## src/rtl/cache_plru_pkg.sv

```systemverilog
// Shared cache package: default geometry, index types and PLRU sizing helpers.
package cache_plru_pkg;

    localparam int CACHE_NUM_WAYS  = 4;
    localparam int CACHE_NUM_SETS  = 32;
    localparam int CACHE_WAY_IDX_W = (CACHE_NUM_WAYS > 1) ? $clog2(CACHE_NUM_WAYS) : 1;
    localparam int CACHE_SET_IDX_W = $clog2(CACHE_NUM_SETS);
    localparam int PLRU_NODES      = CACHE_NUM_WAYS - 1;

    typedef logic [CACHE_WAY_IDX_W-1:0] way_idx_t;
    typedef logic [CACHE_SET_IDX_W-1:0] set_idx_t;

    // A single-way cache still needs a 1-bit way index on its ports.
    function automatic int way_idx_width(input int ways);
        return (ways > 1) ? $clog2(ways) : 1;
    endfunction

    // Tree node count, floored at 1 so storage vectors never collapse to zero width.
    function automatic int plru_node_width(input int ways);
        return (ways > 1) ? ways - 1 : 1;
    endfunction

endpackage

```

## src/rtl/cache_plru_tree.sv

```systemverilog
// Combinational binary-tree PLRU: victim walk and mark-used update for one set.
// Node 0 is the root, node i has children 2i+1 / 2i+2; flag 0 points to the lower half.
module plru_tree #(
    parameter int NUM_WAYS      = 4,
    parameter int WAY_IDX_WIDTH = 2,
    parameter int NODE_W        = 3
) (
    input  logic [NODE_W-1:0]        flags,
    input  logic [WAY_IDX_WIDTH-1:0] used_way,
    output logic [WAY_IDX_WIDTH-1:0] victim_way,
    output logic [NODE_W-1:0]        updated_flags
);

    localparam int LEVELS = $clog2(NUM_WAYS);

    // Follow the flags from the root down to a leaf; leaf offset is the victim way.
    always_comb begin
        int   node;
        logic flag_bit;
        node     = 0;
        flag_bit = 1'b0;
        for (int l = 0; l < LEVELS; l++) begin
            flag_bit = 1'b0;
            for (int k = 0; k < NODE_W; k++) begin
                if (k == node) flag_bit = flags[k];
            end
            node = 2 * node + (flag_bit ? 2 : 1);
        end
        victim_way = WAY_IDX_WIDTH'(node - (NUM_WAYS - 1));
    end

    // Point every node on the path to used_way away from it; other nodes keep their value.
    always_comb begin
        int                       node;
        logic                     dir;
        logic [WAY_IDX_WIDTH-1:0] shifted;
        updated_flags = flags;
        node          = 0;
        dir           = 1'b0;
        shifted       = '0;
        for (int l = 0; l < LEVELS; l++) begin
            shifted = used_way >> (LEVELS - 1 - l);
            dir     = shifted[0];
            for (int k = 0; k < NODE_W; k++) begin
                if (k == node) updated_flags[k] = ~dir;
            end
            node = 2 * node + (dir ? 2 : 1);
        end
    end

endmodule

```

## src/rtl/cache_plru.sv

```systemverilog
// Per-set pseudo-LRU victim selector: fill request in cycle N returns its victim in N+1.
module cache_plru
    import cache_plru_pkg::*;
#(
    parameter int NUM_WAYS      = CACHE_NUM_WAYS,
    parameter int NUM_SETS      = CACHE_NUM_SETS,
    parameter int SET_IDX_WIDTH = $clog2(NUM_SETS),
    parameter int WAY_IDX_WIDTH = way_idx_width(NUM_WAYS)
) (
    input  logic                     clk,
    input  logic                     reset,
    input  logic                     fill_en,
    input  logic [SET_IDX_WIDTH-1:0] fill_set,
    input  logic                     hit_en,
    input  logic [SET_IDX_WIDTH-1:0] hit_set,
    input  logic [WAY_IDX_WIDTH-1:0] hit_way,
    output logic                     fill_way_valid,
    output logic [WAY_IDX_WIDTH-1:0] fill_way
);

    localparam int NODE_W = plru_node_width(NUM_WAYS);

    logic                     pend_valid;
    logic [SET_IDX_WIDTH-1:0] pend_set;

    // Stage 1: capture the fill request; its victim is presented the following cycle.
    always_ff @(posedge clk or posedge reset) begin
        if (reset) begin
            pend_valid <= 1'b0;
            pend_set   <= '0;
        end else begin
            pend_valid <= fill_en;
            if (fill_en) pend_set <= fill_set;
        end
    end

    assign fill_way_valid = pend_valid;

    generate
        if (NUM_WAYS == 1) begin : g_single
            logic unused_single;
            assign unused_single = ^{hit_en, hit_set, hit_way, pend_set};
            assign fill_way      = '0;
        end else begin : g_tree
            logic [NODE_W-1:0]        flags [NUM_SETS];
            logic [NODE_W-1:0]        fill_next;
            logic [NODE_W-1:0]        hit_next;
            logic [NODE_W-1:0]        unused_victim_flags;
            logic [WAY_IDX_WIDTH-1:0] victim;
            logic [WAY_IDX_WIDTH-1:0] held_way;
            logic [WAY_IDX_WIDTH-1:0] unused_fill_victim;
            logic [WAY_IDX_WIDTH-1:0] unused_hit_victim;
            logic                     hit_dropped;

            plru_tree #(.NUM_WAYS(NUM_WAYS), .WAY_IDX_WIDTH(WAY_IDX_WIDTH), .NODE_W(NODE_W)) u_victim (
                .flags         (flags[pend_set]),
                .used_way      ('0),
                .victim_way    (victim),
                .updated_flags (unused_victim_flags)
            );

            plru_tree #(.NUM_WAYS(NUM_WAYS), .WAY_IDX_WIDTH(WAY_IDX_WIDTH), .NODE_W(NODE_W)) u_fill_mark (
                .flags         (flags[pend_set]),
                .used_way      (victim),
                .victim_way    (unused_fill_victim),
                .updated_flags (fill_next)
            );

            plru_tree #(.NUM_WAYS(NUM_WAYS), .WAY_IDX_WIDTH(WAY_IDX_WIDTH), .NODE_W(NODE_W)) u_hit_mark (
                .flags         (flags[hit_set]),
                .used_way      (hit_way),
                .victim_way    (unused_hit_victim),
                .updated_flags (hit_next)
            );

            // A hit colliding with the stage-2 fill on the same set loses to the fill.
            assign hit_dropped = pend_valid && (hit_set == pend_set);

            // Flag storage: commit hit and fill recency updates at the end of the cycle.
            always_ff @(posedge clk or posedge reset) begin
                if (reset) begin
                    for (int s = 0; s < NUM_SETS; s++) flags[s] <= '0;
                end else begin
                    if (hit_en && !hit_dropped) flags[hit_set] <= hit_next;
                    if (pend_valid)             flags[pend_set] <= fill_next;
                end
            end

            // Remember the last presented victim so fill_way is stable while idle.
            always_ff @(posedge clk or posedge reset) begin
                if (reset)           held_way <= '0;
                else if (pend_valid) held_way <= victim;
            end

            assign fill_way = pend_valid ? victim : held_way;
        end
    endgenerate

endmodule

```

## config.mk

```make
export PLATFORM = sky130hd
export DESIGN_NAME = cache_plru
export DESIGN_NICKNAME = d
export VERILOG_FILES = /design/src/rtl/cache_plru_pkg.sv /design/src/rtl/cache_plru_tree.sv /design/src/rtl/cache_plru.sv
export SDC_FILE = /design/constraint.sdc
export NUM_CORES = 1
export LEC_CHECK = 0
export ABC_AREA = 1
export ABC_CLOCK_PERIOD_IN_PS = 4600
export CORE_AREA = 2 2 154 118
export CTS_BUF_LIST = sky130_fd_sc_hd__clkbuf_4 sky130_fd_sc_hd__clkbuf_8 sky130_fd_sc_hd__clkbuf_16
export DETAILED_ROUTE_END_ITERATION = 12
export DIE_AREA = 0 0 156 120
export SYNTH_ARGS = -nofsm -noshare
export SYNTH_HDL_FRONTEND = slang
export SYNTH_SLANG_ARGS = --single-unit
```

## constraint.sdc

```tcl
create_clock -name clk -period 4.6 [get_ports clk]
set_input_delay 0.69 -clock clk [delete_from_list [all_inputs] [get_ports clk]]
set_output_delay 0.69 -clock clk [all_outputs]
set_load 0.02 [all_outputs]
```

==> results.md <==
- Outcome: complete, no violations
- WP data required: 3.91 ns
- Clock Latency Late Sink: 0.37 ns
- Root buf cell: clkbuf_16
- Via count: between 8000 and 9000
- Peak VDD IR: 0.301 mV
- CP most frequent cell: nand2_1
- Final min period: 4.11 ns
- Pwr/cell area: between 400 and 500 mW/mm^2
- Post-CTS sizing: 0
- Unique masters post-synth: 30
- RSZ-0062 raised after global routing: false
- Fin util: 47.9%
- Nets@finish: approximately 1300
- Final ANT Viol Nets: 0
- Worst EP arrival: 3.42 ns
- Slowest Stage Delay on Critical Path: 0.64 ns
- RD Place Congestion: between 1 and 1.5
- Final Slew Violations: 0
- Die Y: between 100 and 150 microns
- Avg Inst Size Synth: 5.96 sq um
- Clk_skew: 0.0137 ns
- Antenna diode count: 0
- Cts hold-fix bufs: 0
- Reg2reg setup slack: around 1.3 ns
- Core footprint: around 0.017 sq mm
- Total grt overflow: 0
- Crit path cell chain: inv_2 -> nor2_2 -> a21oi_1 -> nand2_1 -> nand2_1 -> nand2_1 -> nor2_2 -> nand2_4 -> inv_4 -> o21ai_0 -> clkdlybuf4s50_1
- Routed len/inst: roughly 20 microns
- Max-Cap Viols: 0
- Final Hold Viols: 0
- Relative slew margins: 38.1%
- Slew @ Worst Pin: approximately 0.93 ns
- Die width: 156 microns
- IO Port Bufs: 18
- Fill cells: 1807
- Endpoint type of the worst setup path: output port
- Largest fanout on the critical path: 21
- Layout Area Growth over Synthesis: 8.11%
- Critical path's top delay family: buffers and inverters
- Slowest-stage cell, CP: clkdlybuf4s50_1
- CTS Buffer Depth: 2
- Area of the multi-input gates: roughly 0.0042 sq mm
- Post-synthesis sequential area ratio: 34.0%
- Pre-Repair DR Iteration Count: 5
- DRC: 0
- Fraction of layout cells with a size suffix above 1: ~5.0%
- Power Total: 4.07 mW
- Iter 0 DRT Violations: ~1000
- Setup TNS Final: 0 ns
- Hold Slack: a little under 0.5 ns
- Setup CP Type: reg -> out
- Seq cells post-synth: ~100
- First-pass GRT wire length: 46200 microns
- Tcrit/Tclk final: between 80% and 90%
- LEAKAGE: ~4.3 nW
- HPWL after detailed placement: around 20000 microns
- Worst-path clk slew: approximately 0.08 ns
- H-tree depth: 3
- Total die area: approximately 0.019 sq mm
- Gr usage total: about a third
- # setup viols final: 0
- Drt via density: 5.50
- Yosys warns: 0
- Initial antenna violation count: 0
- Ports: 19
- Largest net degree at the start of global routing: 69
- Postcts setup bufs: 0
- CP bufs+invs: 3
- Number of global-route vias before repair: 7547
- CTS Buf Count: 9
- Cell area after synthesis: roughly 0.0077 sq mm
- Starting density of the core: 44.3%
- CTS tree: built
- Num rows: 42
- Total detailed-routing wirelength: 30300 microns
- Setup crit start kind: flip-flop
- Synth Instances: around 1300
- Min-Delay Path Class: reg -> reg
- Register area: ~0.0026 sq mm
- Total clock sinks: about 100
- Syn Nets: about 1300
- Max Freq: ~0.24 GHz
-- placed cells by master, fill, tap and decap left out, types with 6 or more instances in the layout --
master | netlist | routed
a21oi_1 | 63 | 63
buf_4 | 6 | 20
clkbuf_16 | 0 | 9
clkdlybuf4s50_1 | 0 | 18
dfrtp_1 | 104 | 103
inv_1 | 122 | 121
inv_2 | 7 | 7
nand2_1 | 626 | 626
nand3_1 | 117 | 117
nor2_1 | 79 | 79
nor2_2 | 6 | 6
nor3_1 | 21 | 21
o21a_1 | 8 | 8
o21ai_0 | 56 | 56
-- synth_stat cells (all sizes together) --
library cell | n | area (sq um)
nand2 | 634 | 2430
inv | 131 | 497
nand3 | 118 | 596
dfrtp | 104 | 2600
nor2 | 86 | 345
a21oi | 63 | 315
o21ai | 59 | 295
buf | 39 | 270
nor3 | 22 | 115
clkbuf | 8 | 30.0
o21a | 8 | 60.1
a21boi | 4 | 30.0
a22oi | 4 | 30.0
o211ai | 2 | 15.0
clkinv | 1 | 3.75
nand3b | 1 | 7.51
or2 | 1 | 6.26
-- layer usage --
metal	routed length [microns]	track usage, %
met1	13700	49.5
met2	12400	46.6
met3	3320	7.80
met4	891	11.9
met5	0	0
-- sequential cells by signal, indices dropped and copies added (netlist names) --
register / count
fill_way_valid: 1
pend_set: 5
g_tree.flags: 96
g_tree.held_way: 2
-- metrics by stage --
stage	worst slack [ns]	instance area [sq um]	cells
finish	0.492	8270	1512
global route	0.293	8270	1512
CTS	0.560	8270	1512
detailed placement	0.941	7960	1496
global placement	1.08	7960	1496
floorplan	1.18	7650	1285
-- worst min-delay path, stage by stage (launching register included) --
cell and delay [ns]:
dfrtp_1 0.33, nand2_1 0.05, nand2_1 0.08
-- path summary, 6_finish.rpt --
| path | from | endpoint | cells past startpoint |
|---|---|---|---|
| worst min register to register | g_tree.held_way[0]$_DFF_PP0_ | g_tree.held_way[0]$_DFF_PP0_ | 2 |
| max in group asynchronous | reset | g_tree.flags[35]$_DFF_PP0_ | 3 |
| min in group asynchronous | reset | g_tree.flags[40]$_DFF_PP0_ | 2 |
| worst max-delay path | pend_set[1]$_DFFE_PP0P_ | fill_way[1] | 11 |
| worst min-delay path | g_tree.held_way[0]$_DFF_PP0_ | g_tree.held_way[0]$_DFF_PP0_ | 2 |
| worst max register to register | pend_set[1]$_DFFE_PP0P_ | g_tree.flags[86]$_DFF_PP0_ | 13 |
-- report_power, final --
group          total, mW  leakage, nW  switching [mW]  internal (mW)
Clock              0.853        0.151           0.416          0.437
Sequential          1.61         1.22           0.338           1.27
Combinational       1.61         2.89            1.08          0.525
Total               4.07         4.26            1.84           2.23
-- cells by family (layout without fill, tap and decap cells) --
| group | count (synthesis) | after routing | share of synthesized area [%] |
|---|---|---|---|
| AO/OA/AOI/OAI | 140 | 140 | 9.74 |
| AND/OR/NAND/NOR | 862 | 862 | 45.8 |
| flip-flops | 104 | 104 | 34.0 |
| buffers and inverters | 179 | 186 | 10.5 |
-- cell type report --
type | count | area share (%)
clock inverter | 7 | 1.04
sequential | 104 | 31.5
multi-input combinational | 1002 | 51.4
clock buffer | 9 | 2.72
tap | 220 | 3.33
inverter | 132 | 6.08
timing repair buffer | 38 | 3.99
Note: power is estimated with default switching activity, not from simulation.
